[src/rtl/t_bird_pkg.sv]
// Shared types and constants for the Thunderbird lamp monitor.
package t_bird_pkg;

   typedef enum logic [3:0] {
      M_IDLE = 4'd0,
      M_L1   = 4'd1,
      M_L2   = 4'd2,
      M_L3   = 4'd3,
      M_R1   = 4'd4,
      M_R2   = 4'd5,
      M_R3   = 4'd6,
      M_HAZ  = 4'd7,
      M_SYNC = 4'd8
   } mon_state_s;

   typedef enum logic [2:0] {
      CLS_IDLE,
      CLS_L1,
      CLS_L2,
      CLS_L3,
      CLS_RA,
      CLS_R3,
      CLS_HAZ,
      CLS_ILLEGAL
   } lamp_class_s;

   // Lamp vector order is {la,lb,lc,ra,rb,rc}
   localparam logic [5:0] P_IDLE = 6'b000000;
   localparam logic [5:0] P_L1   = 6'b100000;
   localparam logic [5:0] P_L2   = 6'b110000;
   localparam logic [5:0] P_L3   = 6'b111000;
   localparam logic [5:0] P_RA   = 6'b000110;
   localparam logic [5:0] P_R3   = 6'b000101;
   localparam logic [5:0] P_HAZ  = 6'b001001;

   localparam logic [1:0] MODE_IDLE  = 2'd0;
   localparam logic [1:0] MODE_LEFT  = 2'd1;
   localparam logic [1:0] MODE_RIGHT = 2'd2;
   localparam logic [1:0] MODE_HAZ   = 2'd3;

   function automatic logic [1:0] mode_of(input mon_state_s s);
      case (s)
         M_L1, M_L2, M_L3: mode_of = MODE_LEFT;
         M_R1, M_R2, M_R3: mode_of = MODE_RIGHT;
         M_HAZ:            mode_of = MODE_HAZ;
         default:          mode_of = MODE_IDLE;
      endcase
   endfunction

endpackage

[src/rtl/t_bird_lamp_decode.sv]
// Classifies a six-lamp vector against the legal pattern set.
module t_bird_lamp_decode
   import t_bird_pkg::*;
(
   input  logic [5:0]  lamps,
   output lamp_class_s cls
);

   always_comb begin
      case (lamps)
         P_IDLE:  cls = CLS_IDLE;
         P_L1:    cls = CLS_L1;
         P_L2:    cls = CLS_L2;
         P_L3:    cls = CLS_L3;
         P_RA:    cls = CLS_RA;
         P_R3:    cls = CLS_R3;
         P_HAZ:   cls = CLS_HAZ;
         default: cls = CLS_ILLEGAL;
      endcase
   end

endmodule

[src/rtl/t_bird_lamp_monitor.sv]
// Passive sequence checker on the Thunderbird lamp outputs.
// Define T_BIRD_LAMP_SYNC_EN to add a 2-flop input synchronizer (4-clock latency).
module t_bird_lamp_monitor
   import t_bird_pkg::*;
#(
   parameter int CNT_W = 8
)(
   input  logic             clk,
   input  logic             clr,
   input  logic             la,
   input  logic             lb,
   input  logic             lc,
   input  logic             ra,
   input  logic             rb,
   input  logic             rc,
   output logic [1:0]       mode,
   output logic             seq_done,
   output logic             err,
   output logic             err_sticky,
   output logic [CNT_W-1:0] seq_count,
   output logic [CNT_W-1:0] err_count,
   output logic [3:0]       mstate
);

   logic [5:0]  lamps;
   logic [5:0]  samp;
   lamp_class_s cls;
   mon_state_s  state, nxt;
   logic        nxt_err, nxt_done;

   assign lamps = {la, lb, lc, ra, rb, rc};

`ifdef T_BIRD_LAMP_SYNC_EN
   logic [5:0] sync1, sync2;
   always_ff @(posedge clk or posedge clr) begin
      if (clr) begin
         sync1 <= '0;
         sync2 <= '0;
         samp  <= '0;
      end else begin
         sync1 <= lamps;
         sync2 <= sync1;
         samp  <= sync2;
      end
   end
`else
   always_ff @(posedge clk or posedge clr) begin
      if (clr) samp <= '0;
      else     samp <= lamps;
   end
`endif

   t_bird_lamp_decode u_dec (
      .lamps (samp),
      .cls   (cls)
   );

   always_ff @(posedge clk or posedge clr) begin
      if (clr) state <= M_IDLE;
      else     state <= nxt;
   end

   // Any class not listed for a state falls through to M_SYNC.
   always_comb begin
      nxt = M_SYNC;
      case (state)
         M_IDLE: case (cls)
            CLS_IDLE: nxt = M_IDLE;
            CLS_L1:   nxt = M_L1;
            CLS_RA:   nxt = M_R1;
            CLS_HAZ:  nxt = M_HAZ;
            default:  nxt = M_SYNC;
         endcase
         M_L1: if (cls == CLS_L2) nxt = M_L2;
               else if (cls == CLS_HAZ) nxt = M_HAZ;
         M_L2: if (cls == CLS_L3) nxt = M_L3;
               else if (cls == CLS_HAZ) nxt = M_HAZ;
         M_R1: if (cls == CLS_RA) nxt = M_R2;
               else if (cls == CLS_HAZ) nxt = M_HAZ;
         M_R2: if (cls == CLS_R3) nxt = M_R3;
               else if (cls == CLS_HAZ) nxt = M_HAZ;
         M_L3, M_R3, M_HAZ, M_SYNC: if (cls == CLS_IDLE) nxt = M_IDLE;
         default: nxt = M_SYNC;
      endcase
      // Only the entry into M_SYNC is flagged: one err per violation burst.
      nxt_err  = (nxt == M_SYNC) && (state != M_SYNC);
      nxt_done = (nxt == M_IDLE) && (state inside {M_L3, M_R3, M_HAZ});
   end

   always_ff @(posedge clk or posedge clr) begin
      if (clr) begin
         seq_done   <= 1'b0;
         err        <= 1'b0;
         err_sticky <= 1'b0;
         seq_count  <= '0;
         err_count  <= '0;
      end else begin
         seq_done <= nxt_done;
         err      <= nxt_err;
         if (nxt_err) err_sticky <= 1'b1;
         if (nxt_done && seq_count != '1) seq_count <= seq_count + 1'b1;
         if (nxt_err && err_count != '1)  err_count <= err_count + 1'b1;
      end
   end

   assign mode   = mode_of(state);
   assign mstate = state;

endmodule

[config.mk]
export PLATFORM = sky130hd
export DESIGN_NAME = t_bird_lamp_monitor
export DESIGN_NICKNAME = d
export VERILOG_FILES = /design/src/rtl/t_bird_pkg.sv /design/src/rtl/t_bird_lamp_decode.sv /design/src/rtl/t_bird_lamp_monitor.sv
export SDC_FILE = /design/constraint.sdc
export NUM_CORES = 1
export LEC_CHECK = 0
export BUFFER_PORTS_ARGS = -buffer_cell sky130_fd_sc_hd__buf_2
export CAP_MARGIN = 20
export CORE_MARGIN = 5
export CORE_UTILIZATION = 29
export DETAILED_ROUTE_END_ITERATION = 10
export PLACE_DENSITY = 0.46
export SETUP_SLACK_MARGIN = 0.3
export SYNTH_ARGS = -nofsm -noshare
export SYNTH_HDL_FRONTEND = slang
export SYNTH_SLANG_ARGS = --single-unit
[constraint.sdc]
create_clock -name clk -period 5.7 [get_ports clk]
set_input_delay 0.57 -clock clk [delete_from_list [all_inputs] [get_ports clk]]
set_output_delay 0.57 -clock clk [all_outputs]
set_load 0.005 [all_outputs]
Word level (Yosys, flattened, before mapping)
Cells that the tools add are included.
- flip-flop bits (word level): 29
- logic and storage cells: 55
- output and inout port bits: 25
- input bits: 8
- reduce and logical (&&, ||, !) cells: 12
- mux-type cells: 10
- equality and inequality tests: 24
- add/sub/neg operators: 2
- operators with widths (kind ; number):
    $mux W4 ; 6
    $pmux W4 S6 ; 1
    $pmux W3 S7 ; 1
    $eq A6 B6 Y1 const B ; 3
    $add A8 B1 Y8 const B ; 2
    $eq A4 B3 Y1 const B ; 4
    $ne A8 B8 Y1 const B ; 2
    $pmux W4 S4 ; 1
    $eq A6 B3 Y1 const B ; 2
    $eq A3 B3 Y1 const B ; 3
    $eq A4 B2 Y1 const B ; 2
    $eq A4 B4 Y1 const B ; 2
    $logic_not A4 Y1 ; 2
    $eq A3 B2 Y1 const B ; 2
    $eq A6 B4 Y1 const B ; 1
    $logic_not A6 Y1 ; 1
    $pmux W2 S3 ; 1
    $reduce_or A3 Y1 ; 2
    $eq A4 B1 Y1 const B ; 1
    $logic_and A1 B1 Y1 ; 4
    $ne A4 B4 Y1 const B ; 1
    $reduce_or A4 Y1 ; 1
    $eq A3 B1 Y1 const B ; 1
    $logic_not A3 Y1 ; 1
    $reduce_bool A3 Y1 ; 1

Depth between registers and ports, before layout
- depth in word-level cells: 9
- gate-level depth with buffers: 8
- depth with buffers taken out: 6

By module
From an unflattened synthesis, not the netlist that was laid out.
- cell total of the unflattened synthesis: 152
- area, all modules: 1566.5 sq um
- modules (own cells, without submodules) (module ; times used ; cells each ; area each (sq um)):
    t_bird_lamp_monitor ; 1 ; 139 ; 1467.7
    t_bird_lamp_decode ; 1 ; 13 ; 98.8

Worst setup path before layout
No wires, ideal clock.
- kind: register -> register
- from: register samp[1]
- to: register err_count[6]
- arrival: 2.388 ns
- path slack: 3.188 ns
- data required time: 5.575 ns
- clock period less this slack: 2.512 ns
- library setup time: 0.125 ns
- buffers on the path: 1
- cell stages (with the launch flop): 7
- path through: dfrtp_1 or4_4 or3_4 a2111o_1 buf_6 o21ai_0 mux2_2
- word-level cells in the longest chain between the ends: 9
- RTL lines (element ; RTL line ; text):
    start: declaration ; t_bird_lamp_monitor.sv:26 ; logic [5:0] samp;
    start signal: assignment ; t_bird_lamp_monitor.sv:49 ; else samp <= lamps;
    $eq A6 B4 Y1, or another cell as far along ; t_bird_lamp_decode.sv:10 ; case (lamps)
    $pmux W3 S7 * ; t_bird_lamp_decode.sv:10 ;
    $eq A3 B3 Y1 ; -- ;
    $mux W4 ; -- ;
    $mux W4, on equally long branches ; -- ;
    $pmux W4 S6 * ; t_bird_lamp_monitor.sv:66 ; case (state)
    $eq A4 B4 Y1 * ; t_bird_lamp_monitor.sv:86 ; nxt_err = (nxt == M_SYNC) && (state != M_SYNC);
    $logic_and A1 B1 Y1 * ; t_bird_lamp_monitor.sv:86 ;
    $logic_and A1 B1 Y1 * ; t_bird_lamp_monitor.sv:102 ; if (nxt_err && err_count != '1) err_count <= err_count + 1'b1;
    end signal: assignment ; t_bird_lamp_monitor.sv:102 ;
    end: declaration ; t_bird_lamp_monitor.sv:21 ; output logic [CNT_W-1:0] err_count,
Mark *: on every way between the ends. The rest lies on a longest branch, timed or not.
A chain may end at the register's enable or synchronous reset.

Worst setup path in the final report
- from: register samp[1]
- to: register seq_count[6]
- word-level cells in the longest chain between the ends: 9
- RTL lines (element ; RTL line ; text):
    $eq A6 B4 Y1, or another cell as far along ; t_bird_lamp_decode.sv:10 ;
    $pmux W3 S7 * ; t_bird_lamp_decode.sv:10 ;
    $eq A3 B3 Y1 ; -- ;
    $mux W4 ; -- ;
    $mux W4, on equally long branches ; -- ;
    $pmux W4 S6 * ; t_bird_lamp_monitor.sv:66 ;
    $logic_not A4 Y1 * ; t_bird_lamp_monitor.sv:87 ; nxt_done = (nxt == M_IDLE) && (state inside {M_L3, M_R3, M_HAZ});
    $logic_and A1 B1 Y1 * ; t_bird_lamp_monitor.sv:87 ;
    $logic_and A1 B1 Y1 * ; t_bird_lamp_monitor.sv:101 ; if (nxt_done && seq_count != '1) seq_count <= seq_count + 1'b1;
    end signal: assignment ; t_bird_lamp_monitor.sv:101 ;
    end: declaration ; t_bird_lamp_monitor.sv:20 ; output logic [CNT_W-1:0] seq_count,
Marks and branches as above.

==> qor.txt <==
status: finished clean
Mapped Area: 1570 sq um
Seq/Total Area, Yosys: 0.462
Initial Util: 0.304
CTS tree: built
core area: 5170 sq um
fillcell total: 518
Layout Nets: 196
crit path max fanout: 16
antenna violations before repair: 0
TritonCTS Buffers: 5
Cell Pwr Density: 310 nW/um^2
Slew Viols, Final: 0
WL per Instance: 14.3 um
total negative setup slack: 0 ns
Area Growth Syn to Fin: 19.9%
Yosys top cell by area: dfrtp_1
Slew HR: 0.608
htree depth: 2
Starting DRT DRC Count: 70
Critical Path Start Type: register
# port buffers: 32
Yosys top cell area share: 0.462
number of global-route vias before repair: 1288
Mapped Nets: 160
fin crit share: 0.498
Final setup viols: 0
Final Skew: 0.00461 ns
Critical path destination: seq_count[6]
die area: 6990 sq um
share of layout cells above drive strength 1: 0.306
Syn Area/Cell: 10.5 sq um
unrepaired setup endpoints after global routing: no
CTS resizes: 0
reg2reg end: seq_count[6]
worst hold margin: 0.348 ns
WS Path Type: reg2reg
Leakage Power: 0.919 nW
clk sink count: 29
Synth Flop Type: dfrtp_1
reg2reg path depth: 5
Clk Latency, worst-skew pair: 0.28 ns
first-pass GRT wire length: 6130 um
Post-DRT Antenna Nets: 0
dpl ws: 2.88 ns
largest net degree at the start of global routing: 30
routability cong.: 0.802
final WL: 3670 um
I/O pins: 33
Crit-path slowest cell: a2111o_1
hold buffers post-CTS: 0
Via Count: 1291
drt drc: 0
share of flip-flops with an asynchronous set or reset: 1.00
post-synth cell types: 42
maxcap violations: 0
register bit total from synthesis: 29
Remaining Overflow, GRT: 0
Reg2Reg Launch Point: samp[1]
Syn. warnings: 0
HPWL after detailed placement: 2550 um
Clock Pin Slew Worst Setup and Hold Paths: 0.07 ns
Die Wd: 83.6 um
antenna cells: 0
Worst R2R Setup Slack: 2.86 ns
Post-Syn Instances: 150
Root Buffer: clkbuf_8
commonest cells in the synthesized netlist: 29 x dfrtp_1, 13 x nand2_1, 9 x o21ai_0
GR Util All Layers: 0.109
Peak VDD IR: 104 uV
WP data required: 5.87 ns
Rows: 26
worst hold path type: in2async
Critical Path AT: 3.01 ns
Least-Margin Pin Slew: 0.588 ns
final hold vios: 0
count of flip-flops with a built-in enable after synthesis: 0
post-layout minimum cycle time: 2.84 ns
maximum clock insertion buffer count: 2
Largest stage delay, worst path: 0.63 ns
critical path launch point: samp[1]
Cell Chain, Critical Path: or4_4, or3_4, a2111o_1, nor4_1, mux2_2
synth top area cells: dfrtp_1 46%, mux2_2 5.0%, xor2_1 3.9%
Setup Fix Bufs, Post-CTS: 0
Crit. End Element: register
die height: 83.6 um
post-route setup slack: 2.86 ns
TritonRoute pass-1 iters: 4
Peak Freq: 352 MHz
most common cell in the netlist: dfrtp_1
vias per inst: 5.04
[final cells by class]
class                           instances  area, sq um  share of cell area
Inverter                                6         22.5              0.0120
Timing Repair Buffer                   34          175              0.0930
Clock buffer                            5         68.8              0.0365
Sequential cell                        29          726               0.385
Tap cell                               70         87.6              0.0465
Clock inverter                          2         35.0              0.0186
Multi-Input combinational cell        110          769               0.408
[power breakdown]
group | switching [W] | internal [W]
registers | 0.0000340 | 0.000228
clock network | 0.0000805 | 0.000127
logic | 0.0000624 | 0.0000525
total | 0.000177 | 0.000408
[through the flow]
stage	cell area, sq um	std cells	total power [W]	utilization
finish	1880	256	0.000585	0.364
CTS	1880	256	0.000592	0.364
global placement	1780	249	0.000379	0.344
floorplan	1570	150	0.000337	-
detailed placement	1780	249	0.000382	0.344
global route	1880	256	0.000616	0.364
[metal layers]
metal | wire [um] | track usage | vias to the layer above
li1 | - | - | 625
met1 | 1740 | 0.135 | 629
met2 | 1670 | 0.169 | 28
met3 | 181 | 0.0336 | 9
met4 | 80 | 0.0570 | 0
met5 | 0 | 0 | -
[cell usage in the layout, fill, tap and decap left out, types with 2 or more instances in the layout]
| cell | instances |
|---|---|
| nand2b_1 | 3 |
| mux2_2 | 7 |
| xnor2_1 | 3 |
| inv_1 | 5 |
| nand4_1 | 4 |
| buf_2 | 32 |
| o21ai_0 | 9 |
| buf_4 | 2 |
| and4bb_2 | 2 |
| nor3_1 | 5 |
| nor2_1 | 8 |
| dfrtp_1 | 29 |
| a21oi_1 | 7 |
| ha_1 | 2 |
| or3_1 | 2 |
| clkbuf_8 | 5 |
| xor2_1 | 7 |
| nand3_1 | 2 |
| a31oi_1 | 4 |
| nor4_1 | 2 |
| nand2_1 | 13 |
| and3_1 | 7 |
| o211ai_1 | 5 |
[worst min path at each step]
stage	cells after the start	end	slack, ns	start
2_1_floorplan	1	err_sticky	0.46	err_sticky
3_3_place_gp	1	err_sticky	0.46	err_sticky
3_5_place_dp	1	err_sticky	0.46	err_sticky
4_1_cts	3	seq_count[3]	0.37	clr
5_1_grt	1	samp[5]	0.38	la
6_report	3	samp[0]	0.35	clr
[flip-flops by register name, summed over array words and instances, names as in the netlist]
signal and cells:
err 1, seq_done 1, err_count 8, mstate 4, seq_count 8, err_sticky 1, samp 6
[worst max-delay path, delay by kind of cell (launching register included)]
kind	cells	cell delay [ns]
AND/OR/NAND/NOR	3	1.30
AO/OA/AOI/OAI	1	0.63
flip-flops	1	0.43
multiplexers	1	0.37
[kinds of logic after synthesis]
group | count (synthesis) | share of synthesized area
multiplexers | 8 | 0.0565
flip-flops | 29 | 0.462
AND/OR/NAND/NOR | 57 | 0.224
XOR/XNOR | 10 | 0.0557
AO/OA/AOI/OAI | 32 | 0.131
buffers and inverters | 11 | 0.0486
adder cells (fa/ha/maj) | 3 | 0.0223
Power figures use the tool's default switching activity.
